### src/rtl/shifter_pkg.sv
// Shared definitions for the streaming barrel shifter.
//   MODE_*     : operation encodings carried alongside each beat
//   MODE_W     : width of the mode field
//   bitrev()   : reverses the low `width` bits of a MAX_WIDTH-wide vector
//   is_right() : true for modes that run through the reversed (right-shift) path
package shifter_pkg;

  localparam int unsigned MODE_W = 3;

  localparam logic [MODE_W-1:0] MODE_SLL = 3'b000;
  localparam logic [MODE_W-1:0] MODE_SRL = 3'b001;
  localparam logic [MODE_W-1:0] MODE_SRA = 3'b010;
  localparam logic [MODE_W-1:0] MODE_ROL = 3'b011;
  localparam logic [MODE_W-1:0] MODE_ROR = 3'b100;

  // Upper bound on WIDTH; callers zero-extend into and truncate out of this width.
  localparam int unsigned MAX_WIDTH = 64;
  localparam int unsigned MAX_IDX_W = $clog2(MAX_WIDTH);

  function automatic logic [MAX_WIDTH-1:0] bitrev(input logic [MAX_WIDTH-1:0] d,
                                                  input int unsigned          width);
    logic [MAX_WIDTH-1:0] r;
    r = '0;
    for (int unsigned i = 0; i < MAX_WIDTH; i++) begin
      if (i < width) r[MAX_IDX_W'(i)] = d[MAX_IDX_W'(width - 1 - i)];
    end
    return r;
  endfunction

  function automatic logic is_right(input logic [MODE_W-1:0] mode);
    return (mode == MODE_SRL) || (mode == MODE_SRA) || (mode == MODE_ROR);
  endfunction

endpackage

### src/rtl/shift_stage.sv
// One level of the barrel shifter: conditional left shift by 2^K with per-mode fill,
// followed by an optional valid/ready pipeline register.
//   clk, rst_n          : clock, synchronous active-low reset
//   i_valid / o_ready   : upstream handshake (o_ready = this stage's load condition)
//   i_data, i_shamt,
//   i_mode, i_sign      : beat payload from the previous level
//   o_valid / i_ready   : downstream handshake
//   o_data, o_shamt,
//   o_mode, o_sign      : beat payload towards the next level
module shift_stage
  import shifter_pkg::*;
#(
  parameter int unsigned WIDTH   = 8,
  parameter int unsigned SHAMT_W = $clog2(WIDTH),
  parameter int unsigned K       = 0,
  parameter bit          REG     = 1'b1
) (
  input  logic               clk,
  input  logic               rst_n,
  input  logic               i_valid,
  output logic               o_ready,
  input  logic [WIDTH-1:0]   i_data,
  input  logic [SHAMT_W-1:0] i_shamt,
  input  logic [MODE_W-1:0]  i_mode,
  input  logic               i_sign,
  output logic               o_valid,
  input  logic               i_ready,
  output logic [WIDTH-1:0]   o_data,
  output logic [SHAMT_W-1:0] o_shamt,
  output logic [MODE_W-1:0]  o_mode,
  output logic               o_sign
);

  localparam int unsigned S = 1 << K;

  logic [S-1:0]     w_fill;
  logic [WIDTH-1:0] w_shifted;

  // Right-direction modes arrive bit-reversed, so every mode is a left shift here.
  always_comb begin
    case (i_mode)
      MODE_SRA:           w_fill = {S{i_sign}};
      MODE_ROL, MODE_ROR: w_fill = i_data[WIDTH-1 -: S];
      default:            w_fill = '0;
    endcase
  end

  // Reserved modes (above ROR) pass the data through untouched.
  always_comb begin
    w_shifted = i_data;
    if (i_shamt[K] && (i_mode <= MODE_ROR)) begin
      w_shifted = {i_data[WIDTH-S-1:0], w_fill};
    end
  end

  if (REG) begin : g_reg
    logic               r_valid;
    logic [WIDTH-1:0]   r_data;
    logic [SHAMT_W-1:0] r_shamt;
    logic [MODE_W-1:0]  r_mode;
    logic               r_sign;

    always_ff @(posedge clk) begin
      if (!rst_n) begin
        r_valid <= 1'b0;
        r_data  <= '0;
        r_shamt <= '0;
        r_mode  <= '0;
        r_sign  <= 1'b0;
      end else if (o_ready) begin
        r_valid <= i_valid;
        r_data  <= w_shifted;
        r_shamt <= i_shamt;
        r_mode  <= i_mode;
        r_sign  <= i_sign;
      end
    end

    // Load when empty or when the next level takes our beat this cycle.
    assign o_ready = !r_valid || i_ready;
    assign o_valid = r_valid;
    assign o_data  = r_data;
    assign o_shamt = r_shamt;
    assign o_mode  = r_mode;
    assign o_sign  = r_sign;
  end else begin : g_comb
    assign o_ready = i_ready;
    assign o_valid = i_valid;
    assign o_data  = w_shifted;
    assign o_shamt = i_shamt;
    assign o_mode  = i_mode;
    assign o_sign  = i_sign;
  end

endmodule

### src/rtl/barrel_shifter_pipe.sv
// Streaming multi-mode barrel shifter (SLL, SRL, SRA, ROL, ROR, pass) with valid/ready
// on both sides. SHAMT_W shift levels, then a result register that also holds out_zero.
//   clk, rst_n            : clock, synchronous active-low reset
//   in_valid / in_ready   : input handshake
//   in_data, in_shamt,
//   in_mode               : operand, shift amount, operation
//   out_valid / out_ready : output handshake
//   out_data, out_zero    : result and result==0 flag
// PIPELINE=1 registers every level except the last, which feeds the result register
// directly, giving SHAMT_W cycles of latency. PIPELINE=0 leaves only the result register.
module barrel_shifter_pipe
  import shifter_pkg::*;
#(
  parameter int unsigned WIDTH    = 8,
  parameter int unsigned SHAMT_W  = $clog2(WIDTH),
  parameter bit          PIPELINE = 1'b1
) (
  input  logic               clk,
  input  logic               rst_n,
  input  logic               in_valid,
  output logic               in_ready,
  input  logic [WIDTH-1:0]   in_data,
  input  logic [SHAMT_W-1:0] in_shamt,
  input  logic [MODE_W-1:0]  in_mode,
  output logic               out_valid,
  input  logic               out_ready,
  output logic [WIDTH-1:0]   out_data,
  output logic               out_zero
);

  logic             r_out_valid;
  logic [WIDTH-1:0] r_out_data;
  logic             r_out_zero;
  logic             w_out_load;
  logic [WIDTH-1:0] w_final;

  assign w_out_load = !r_out_valid || out_ready;

  for (genvar k = 0; k < SHAMT_W; k++) begin : g_stage
    logic               w_in_valid;
    logic [WIDTH-1:0]   w_in_data;
    logic [SHAMT_W-1:0] w_in_shamt;
    logic [MODE_W-1:0]  w_in_mode;
    logic               w_in_sign;
    logic               w_ready;
    logic               w_next_ready;
    logic               w_valid;
    logic [WIDTH-1:0]   w_data;
    logic [SHAMT_W-1:0] w_shamt;
    logic [MODE_W-1:0]  w_mode;
    logic               w_sign;

    if (k == 0) begin : g_entry
      // Right-direction modes are bit-reversed here and undone at the exit.
      assign w_in_valid = in_valid;
      assign w_in_data  = is_right(in_mode) ? WIDTH'(bitrev(MAX_WIDTH'(in_data), WIDTH))
                                            : in_data;
      assign w_in_shamt = in_shamt;
      assign w_in_mode  = in_mode;
      assign w_in_sign  = in_data[WIDTH-1];
    end else begin : g_chain
      assign w_in_valid = g_stage[k-1].w_valid;
      assign w_in_data  = g_stage[k-1].w_data;
      assign w_in_shamt = g_stage[k-1].w_shamt;
      assign w_in_mode  = g_stage[k-1].w_mode;
      assign w_in_sign  = g_stage[k-1].w_sign;
    end

    if (k + 1 == SHAMT_W) begin : g_last
      assign w_next_ready = w_out_load;
    end else begin : g_mid
      assign w_next_ready = g_stage[k+1].w_ready;
    end

    shift_stage #(
      .WIDTH   (WIDTH),
      .SHAMT_W (SHAMT_W),
      .K       (k),
      .REG     (PIPELINE && (k + 1 < SHAMT_W))
    ) u_stage (
      .clk     (clk),
      .rst_n   (rst_n),
      .i_valid (w_in_valid),
      .o_ready (w_ready),
      .i_data  (w_in_data),
      .i_shamt (w_in_shamt),
      .i_mode  (w_in_mode),
      .i_sign  (w_in_sign),
      .o_valid (w_valid),
      .i_ready (w_next_ready),
      .o_data  (w_data),
      .o_shamt (w_shamt),
      .o_mode  (w_mode),
      .o_sign  (w_sign)
    );
  end

  assign w_final = is_right(g_stage[SHAMT_W-1].w_mode)
                 ? WIDTH'(bitrev(MAX_WIDTH'(g_stage[SHAMT_W-1].w_data), WIDTH))
                 : g_stage[SHAMT_W-1].w_data;

  always_ff @(posedge clk) begin
    if (!rst_n) begin
      r_out_valid <= 1'b0;
      r_out_data  <= '0;
      r_out_zero  <= 1'b0;
    end else if (w_out_load) begin
      r_out_valid <= g_stage[SHAMT_W-1].w_valid;
      // Keep the last result on the bus when a bubble arrives.
      if (g_stage[SHAMT_W-1].w_valid) begin
        r_out_data <= w_final;
        r_out_zero <= (w_final == '0);
      end
    end
  end

  // Gated so nothing is accepted while reset is held.
  assign in_ready  = rst_n & g_stage[0].w_ready;
  assign out_valid = r_out_valid;
  assign out_data  = r_out_data;
  assign out_zero  = r_out_zero;

endmodule

### config.mk
export PLATFORM = sky130hd
export DESIGN_NAME = barrel_shifter_pipe
export DESIGN_NICKNAME = d
export VERILOG_FILES = /design/src/rtl/shifter_pkg.sv /design/src/rtl/shift_stage.sv /design/src/rtl/barrel_shifter_pipe.sv
export SDC_FILE = /design/constraint.sdc
export NUM_CORES = 1
export LEC_CHECK = 0
export CAP_MARGIN = 25
export CELL_PAD_IN_SITES_DETAIL_PLACEMENT = 1
export CELL_PAD_IN_SITES_GLOBAL_PLACEMENT = 1
export CORE_ASPECT_RATIO = 1.4
export CORE_MARGIN = 2
export CORE_UTILIZATION = 41
export CTS_CLUSTER_DIAMETER = 60
export CTS_CLUSTER_SIZE = 24
export DETAILED_ROUTE_END_ITERATION = 6
export GPL_ROUTABILITY_DRIVEN = 0
export MAX_ROUTING_LAYER = met4
export PLACE_DENSITY = 0.78
export SYNTH_ARGS = -nofsm -noshare
export SYNTH_HDL_FRONTEND = slang
export SYNTH_SLANG_ARGS = --single-unit
### constraint.sdc
create_clock -name clk -period 2.3 [get_ports clk]
set_input_delay 0.46 -clock clk [delete_from_list [all_inputs] [get_ports clk]]
set_output_delay 0.46 -clock clk [all_outputs]
set_load 0.01 [all_outputs]
Yosys cells after proc, flatten, opt, wreduce, memory -nomap -nowiden --
Cells that the tools add are included.
Storage, ports and cells: output and inout bits 11, logic and storage cells 54, input port bits 18, register bits after elaboration 42
Cells by class: equal/unequal tests 11, mux-type cells 8, bitwise gates (word level) 1, order comparisons 3, reduce and logical (&&, ||, !) cells 18
Operators with widths (number):
- 8-bit two-way mux | 5
- 3-bit by 2-bit equality test with 1-bit output, second input constant | 6
- 3-bit equality test, second input constant | 3
- 3-bit less-or-equal comparator, second input constant | 3
- 8-bit logical NOT | 1
- 4-bit one-hot mux with 2 select lines | 1
- 1-bit logical OR | 7
- 3-bit by 1-bit equality test with 1-bit output, second input constant | 2
- 2-bit OR reduction | 3
- 2-bit one-hot mux with 2 select lines | 1
- 1-bit logical AND | 3
- 1-bit logical NOT | 3
- 1-bit one-hot mux with 2 select lines | 1
- 2-bit AND reduction | 1
- 1-bit AND | 1

Depth between registers and ports, before layout --
Gate-level depths: netlist (run 1).
word-level depth 6, mapped depth 7

Hierarchy --
A second synthesis (run 1) with hierarchy kept.
Unflattened totals: cell total of the unflattened synthesis 289, area total of the unflattened synthesis 2636.3 um2
By module, submodules not included:
- shift_stage at g_stage[1].u_stage | area each 805.8 um2, cells each 87, times used 1, seq. area each 320.3 um2
- shift_stage at g_stage[0].u_stage | area each 785.8 um2, cells each 86, times used 1, seq. area each 320.3 um2
- barrel_shifter_pipe | area each 758.2 um2, cells each 82, times used 1, seq. area each 200.2 um2
- shift_stage at g_stage[2].u_stage | area each 286.5 um2, cells each 34, times used 1, seq. area each 0.0 um2

Worst setup path before layout (run 1) --
Ideal clock, no wire load.
kind input port to output port, start point input port out_ready, end point output port in_ready, data arrival time 1.324 ns, path slack 0.516 ns, cell stages on the path 6, path through nor2b_1 > and2_1 > buf_2 > nand2_1 > nand2_1 > inv_1
Between the ends: longest elaborated chain between the ends 4
Ends and longest elaborated chain:
- start: declaration | RTL line barrel_shifter_pipe.sv:26 | input logic out_ready,
- 1-bit logical OR | RTL line barrel_shifter_pipe.sv:37 | assign w_out_load = !r_out_valid || out_ready;
- 1-bit logical OR (2 in series) | RTL line shift_stage.sv:80 | assign o_ready = !r_valid || i_ready;
- 1-bit AND | RTL line barrel_shifter_pipe.sv:118 | assign in_ready = rst_n & g_stage[0].w_ready;
- end: declaration | RTL line barrel_shifter_pipe.sv:21 | output logic in_ready,
No other way between the ends.

Final worst setup path (run 1) --
Same ends and word-level chain as after synthesis.

==> results of run 1 <==
[where the power goes]
group	internal, uW	switching [uW]
Sequential	715	49.5
Clock	351	233
Combinational	156	136
[critical path, cell delays in order]
cell and delay (ns):
clkdlybuf4s50_1 0.40, nor2b_1 0.13, and2_1 0.18, nand2_2 0.08
nand2_1 0.12, inv_1 0.05, dlygate4sd2_1 0.27
[timing repair]
item,4_1_cts,5_1_grt
setup endpoints to repair,1,0
hold buffers,0,0
resized for setup,2,0
[sequential cells by signal, indices dropped and copies added (netlist names)]
name,flops
g_stage.u_stage.o_data,16
g_stage.u_stage.o_mode,6
g_stage.u_stage.o_shamt,3
g_stage.u_stage.o_sign,2
g_stage.u_stage.o_valid,2
out_data,8
out_valid,1
out_zero,1
[area by class of cell]
cell class | instances | area [sq um] | share of cell area
Clock buffer | 6 | 82.6 | 0.0297
Clock inverter | 2 | 35.0 | 0.0126
Inverter | 5 | 18.8 | 0.00675
Multi-Input combinational cell | 214 | 1380 | 0.496
Sequential cell | 39 | 781 | 0.281
Tap cell | 68 | 85.1 | 0.0306
Timing Repair Buffer | 44 | 399 | 0.144
[stage by stage]
stage / power (uW) / utilization / setup WS (ns) / TNS [ns] / std cells
2_1_floorplan: 962 / - / 0.516 / 0 / 277
3_3_place_gp: 1060 / 0.489 / -0.116 / -0.116 / 370
3_5_place_dp: 1070 / 0.489 / -0.128 / -0.128 / 370
4_1_cts: 1670 / 0.510 / 0.123 / 0 / 378
5_1_grt: 1730 / 0.510 / 0.0343 / 0 / 378
6_report: 1640 / 0.510 / 0.143 / 0 / 378
[metal layers]
metal	routed length (microns)	vias up
met5	0	-
met2	3360	39
li1	-	1065
met1	2250	984
met4	138	0
met3	126	10
[worst max-delay path by stage]
stage	end	slack [ns]	start	cells after the start
2_1_floorplan	in_ready	0.52	out_ready	6
3_3_place_gp	in_ready	-0.12	out_ready	7
3_5_place_dp	in_ready	-0.13	out_ready	7
4_1_cts	in_ready	0.12	out_ready	7
5_1_grt	in_ready	0.03	out_ready	7
6_report	in_ready	0.14	out_ready	7
[cell usage in the layout (no fill, tap or decap), types with 2 or more instances in the layout]
cell type / instances
a21boi_0: 13
a31o_1: 2
and2_1: 2
o21ai_1: 5
nor3_1: 7
a21oi_1: 18
o22a_1: 2
o211a_1: 6
nand2_1: 40
nor2_1: 6
clkdlybuf4s50_1: 27
mux4_2: 2
dfxtp_1: 39
inv_1: 5
mux2_2: 8
o31ai_1: 2
or2b_1: 2
nand2b_1: 5
o21a_1: 7
xor2_1: 2
nor2b_1: 5
mux2i_1: 15
nand3_1: 21
and3_1: 2
clkbuf_8: 6
o32ai_1: 2
buf_4: 16
nand2_2: 2
o21ai_0: 24
xnor2_1: 2
[cells by family after synthesis]
group | count (synthesis) | share of synthesized area
AO/OA/AOI/OAI | 89 | 0.260
XOR/XNOR | 4 | 0.0154
buffers and inverters | 24 | 0.0517
flip-flops | 39 | 0.343
multiplexers | 26 | 0.132
AND/OR/NAND/NOR | 95 | 0.197
==> flow_metrics.tcl, run 1 <==
set metrics [dict create \
    netlist_instances 277 \
    yosys_warnings 0 \
    htree_levels 2 \
    die_width_microns 66.9 \
    setup_viol 0 \
    synth_top_area_cell "dfxtp_1" \
    cts_setup_buffers 0 \
    tritoncts "done" \
    numPortBuffers 28 \
    p_leak_uw 0.00115 \
    slew-limit-headroom 0.622 \
    hp-class "flop to flop" \
    design_area_sq_um 2780 \
    reg2reg_depth 6 \
    hold_violations 0 \
    ys_top_cells_by_area "dfxtp_1, nand2_1, mux2i_1, o21ai_0, nand3_1" \
    synth_top_area_frac 0.343 \
    clock_sinks 39 \
    worst_setup_path_start_kind "primary input" \
    dr.first_iter.drc_count 70 \
    antenna_found_initial 0 \
    die_area_sq_um 6170 \
    track_usage 0.223 \
    crit_fanout 3 \
    criticalPathCategory "primary input to output pin" \
    hpwl_mm 4.49 \
    die_h_microns 92.1 \
    area_growth_pct 22.2 \
    num_antenna_cells 0 \
    max_freq_ghz 0.463 \
    cts_root_buf "clkbuf_8" \
    ios 29 \
    ant_nets 0 \
    postPlaceCellArea_sq_um 2660 \
    ys_ff_latch 39 \
    synth_commonest_cells "nand2_1, dfxtp_1, o21ai_0, nand3_1, a21oi_1" \
    start_util 0.418 \
    cp.arrival_ns 1.70 \
    wl_per_cell_microns 15.5 \
    avgSynthCellArea_sq_um 8.21 \
    syn-num-nets 295 \
    reg2reg_slack_ns 0.34 \
    worstHoldEndpoint "out_data[3]" \
    grt_max_degree 43 \
    nNetsFinal 327 \
    overflow 0 \
    clkTransAtPathRegs_ns 0.07 \
    layout-drive-gt1-share 0.126 \
    rows 32 \
    cp-end-kind "output pin" \
    finClkSkew_ns 0.00520 \
    fin_crit_sh 0.938 \
    synth_edf_count 0 \
    r2r_end "out_zero" \
    routed_via_density 5.55 \
    async_flop_share 0 \
    drc_errors 0 \
    grt_pass1_wl_mm 10.3 \
    power.density_nw_per_um2 591 \
    slew_violations 0 \
    rsz0062_at_grt "false" \
    synth.most_common_cell "nand2_1" \
    r2r_start "g_stage[1].u_stage.o_mode[0]" \
    ys_seq_area_frac 0.343 \
    clockBufferDepth 2 \
    core_area_sq_um 5450 \
    period_needed_ns 2.16 \
    grt_pass1_vias 2186 \
    cts_made_buffers 5 \
    holdWs_ns 0.480 \
    tightest_slew_ns 0.566 \
    ir_worst_vdd_uv 295 \
    hold-path-cell-count 2 \
    synth_flop_cell "dfxtp_1" \
    grt_util_met2 0.430 \
    synth_area_sq_um 2270 \
    grt_use_met1 0.216 \
    grt_util_met3 0.0282 \
    insertion_delay_ns 0.28 \
    required_ns 1.84 \
    first_pass_iters 4 \
    top_usage_layer "met2" \
    status "complete, no violations" \
    wirelength_mm 5.87 \
    drv_cap 0 \
    fillers 706 \
    netlist-cell-type-count 43 \
    via_count 2098 \
    hold_start "out_data[3]" \
]
No activity file was read; power rests on OpenSTA's default activity.
==> run 2, diff against run 1 <==
==> constraint.sdc (replaced) <==
create_clock -name clk -period 2.1 [get_ports clk]
set_input_delay 0.42 -clock clk [delete_from_list [all_inputs] [get_ports clk]]
set_output_delay 0.42 -clock clk [all_outputs]
set_load 0.01 [all_outputs]
==> flow_metrics.tcl, run 2 (synthesis gave the netlist of run 1 again) <==
set metrics [dict create \
    status "complete, no violations" \
    ant_nets 0 \
    rows 32 \
    reg2reg_slack_ns 0.22 \
    path_cells "clkdlybuf4s50_1 > nor2b_2 > and2_4 > nand2_2 > nand2_2 > inv_1 > clkdlybuf4s15_1" \
    die_h_microns 92.1 \
    reg2reg_depth 5 \
    cts_setup_buffers 0 \
    slew_violations 0 \
    ios 29 \
    die_width_microns 66.9 \
    cts_root_buf "clkbuf_8" \
    layout-drive-gt1-share 0.146 \
    rsz0062_at_grt "false" \
    routed_via_density 5.61 \
    r2r_start "g_stage[1].u_stage.o_mode[2]" \
    worstHoldEndpoint "out_data[3]" \
    core_area_sq_um 5450 \
    ir_worst_vdd_uv 218 \
    nNetsFinal 334 \
    die_area_sq_um 6170 \
    finClkSkew_ns 0.00737 \
    cp-end-kind "output pin" \
    crit_fanout 3 \
    power.density_nw_per_um2 583 \
    top_usage_layer "met2" \
    crit_buf_inv 3 \
    htree_levels 2 \
    worst_setup_path_start_kind "primary input" \
    dr.first_iter.drc_count 50 \
    max_freq_ghz 0.510 \
    num_antenna_cells 0 \
    wirelength_mm 5.89 \
    slew-limit-headroom 0.622 \
    clockBufferDepth 2 \
    grt_max_degree 34 \
    start_util 0.418 \
    hpwl_mm 4.60 \
    cts_hold_buf 0 \
    area_growth_pct 22.9 \
    largest_reg_flops 16 \
    clock_sinks 39 \
    tightest_slew_ns 0.563 \
    grt_use_met1 0.222 \
    multi_input_area_sq_um 1390 \
    hold-path-cell-count 2 \
    p_leak_uw 0.00116 \
    antenna_found_initial 0 \
    worst_path_largest_cell_delay_ns 0.41 \
    crit_family "buffers and inverters" \
    track_usage 0.220 \
    power_uw 1630 \
    hp-class "flop to flop" \
    r2r_end "out_zero" \
    layout_common_cells "nand2_1, dfxtp_1, clkdlybuf4s50_1" \
    first_pass_iters 6 \
    cp.arrival_ns 1.54 \
    wl_per_cell_microns 15.4 \
    tritoncts "done" \
    holdWs_ns 0.480 \
    period_needed_ns 1.96 \
    hold_violations 0 \
    grt_pass1_wl_mm 10.3 \
    hold_start "out_data[3]" \
    insertion_delay_ns 0.29 \
    criticalPathCategory "primary input to output pin" \
    overflow 0 \
    fillers 674 \
    cts_made_buffers 5 \
    via_count 2150 \
    grt_util_met2 0.410 \
    setup_viol 0 \
    clkTransAtPathRegs_ns 0.08 \
    required_ns 1.68 \
    grt_pass1_vias 2247 \
    drv_cap 0 \
    drc_errors 0 \
    grt_util_met3 0.0282 \
    fin_crit_sh 0.933 \
    regArea_sq_um 781 \
    numPortBuffers 28 \
    critPathSlowestCell "clkdlybuf4s50_1" \
    cpMostUsedCell "nand2_2" \
]
-- run 2: cell count changes in the layout (fill, tap and decap cells not counted), sizes merged --
cell and change:
clkdlybuf4s15 +1, buf +7, clkinv -1, dlygate4sd2 -1
bufinv -1
-- run 2: what timing repair did --
| item | 4_1_cts | 5_1_grt |
|---|---|---|
| setup endpoints to repair | 1 | 1 |
| pin swaps | 0 | 1 |
| hold endpoints to repair | 0 | 0 |
| resized for setup | 2 | 4 |
-- run 2: worst max-delay path by stage --
stage	to	cells past startpoint	startpoint
2_1_floorplan	in_ready	6	out_ready
3_3_place_gp	in_ready	7	out_ready
3_5_place_dp	in_ready	7	out_ready
4_1_cts	in_ready	7	out_ready
5_1_grt	in_ready	7	out_ready
6_report	in_ready	7	out_ready
-- run 2: cell type report --
cell class                      count  share of cell area
Tap cell                           68              0.0304
Sequential cell                    39               0.279
Timing Repair Buffer               51               0.162
Multi-Input combinational cell    214               0.496
Inverter                            5             0.00671
Clock buffer                        6              0.0260
-- run 2: stage by stage --
stage | setup WS, ns | util | std cells | setup TNS, ns | instance area [sq um]
2_1_floorplan | 0.396 | - | 277 | 0 | 2270
3_3_place_gp | -0.239 | 0.498 | 377 | -0.239 | 2710
3_5_place_dp | -0.238 | 0.498 | 377 | -0.238 | 2710
4_1_cts | 0.000245 | 0.512 | 383 | 0 | 2790
5_1_grt | 0.0413 | 0.513 | 383 | 0 | 2800
6_report | 0.140 | 0.513 | 383 | 0 | 2800
-- run 2: worst min-delay path: cells and delay by family, from the launching register on --
| kind | cells | cell delay [ns] |
|---|---|---|
| compound gates | 1 | 0.06 |
| flops | 1 | 0.32 |
| simple gates | 1 | 0.06 |
-- run 2: power by group --
part           switching (uW)  total [uW]  internal [uW]
clock                     241         463            221
combinational             154         331            178
sequential               51.6         835            784
total                     447        1630           1180
-- run 2: layer usage --
metal  routed length (microns)  vias up  part of all wire
li1                          -     1076                 -
met1                      2310     1029              0.39
met2                      3290       34              0.56
met3                       107       11             0.018
met4                       176        0             0.030
met5                         0        -                 0
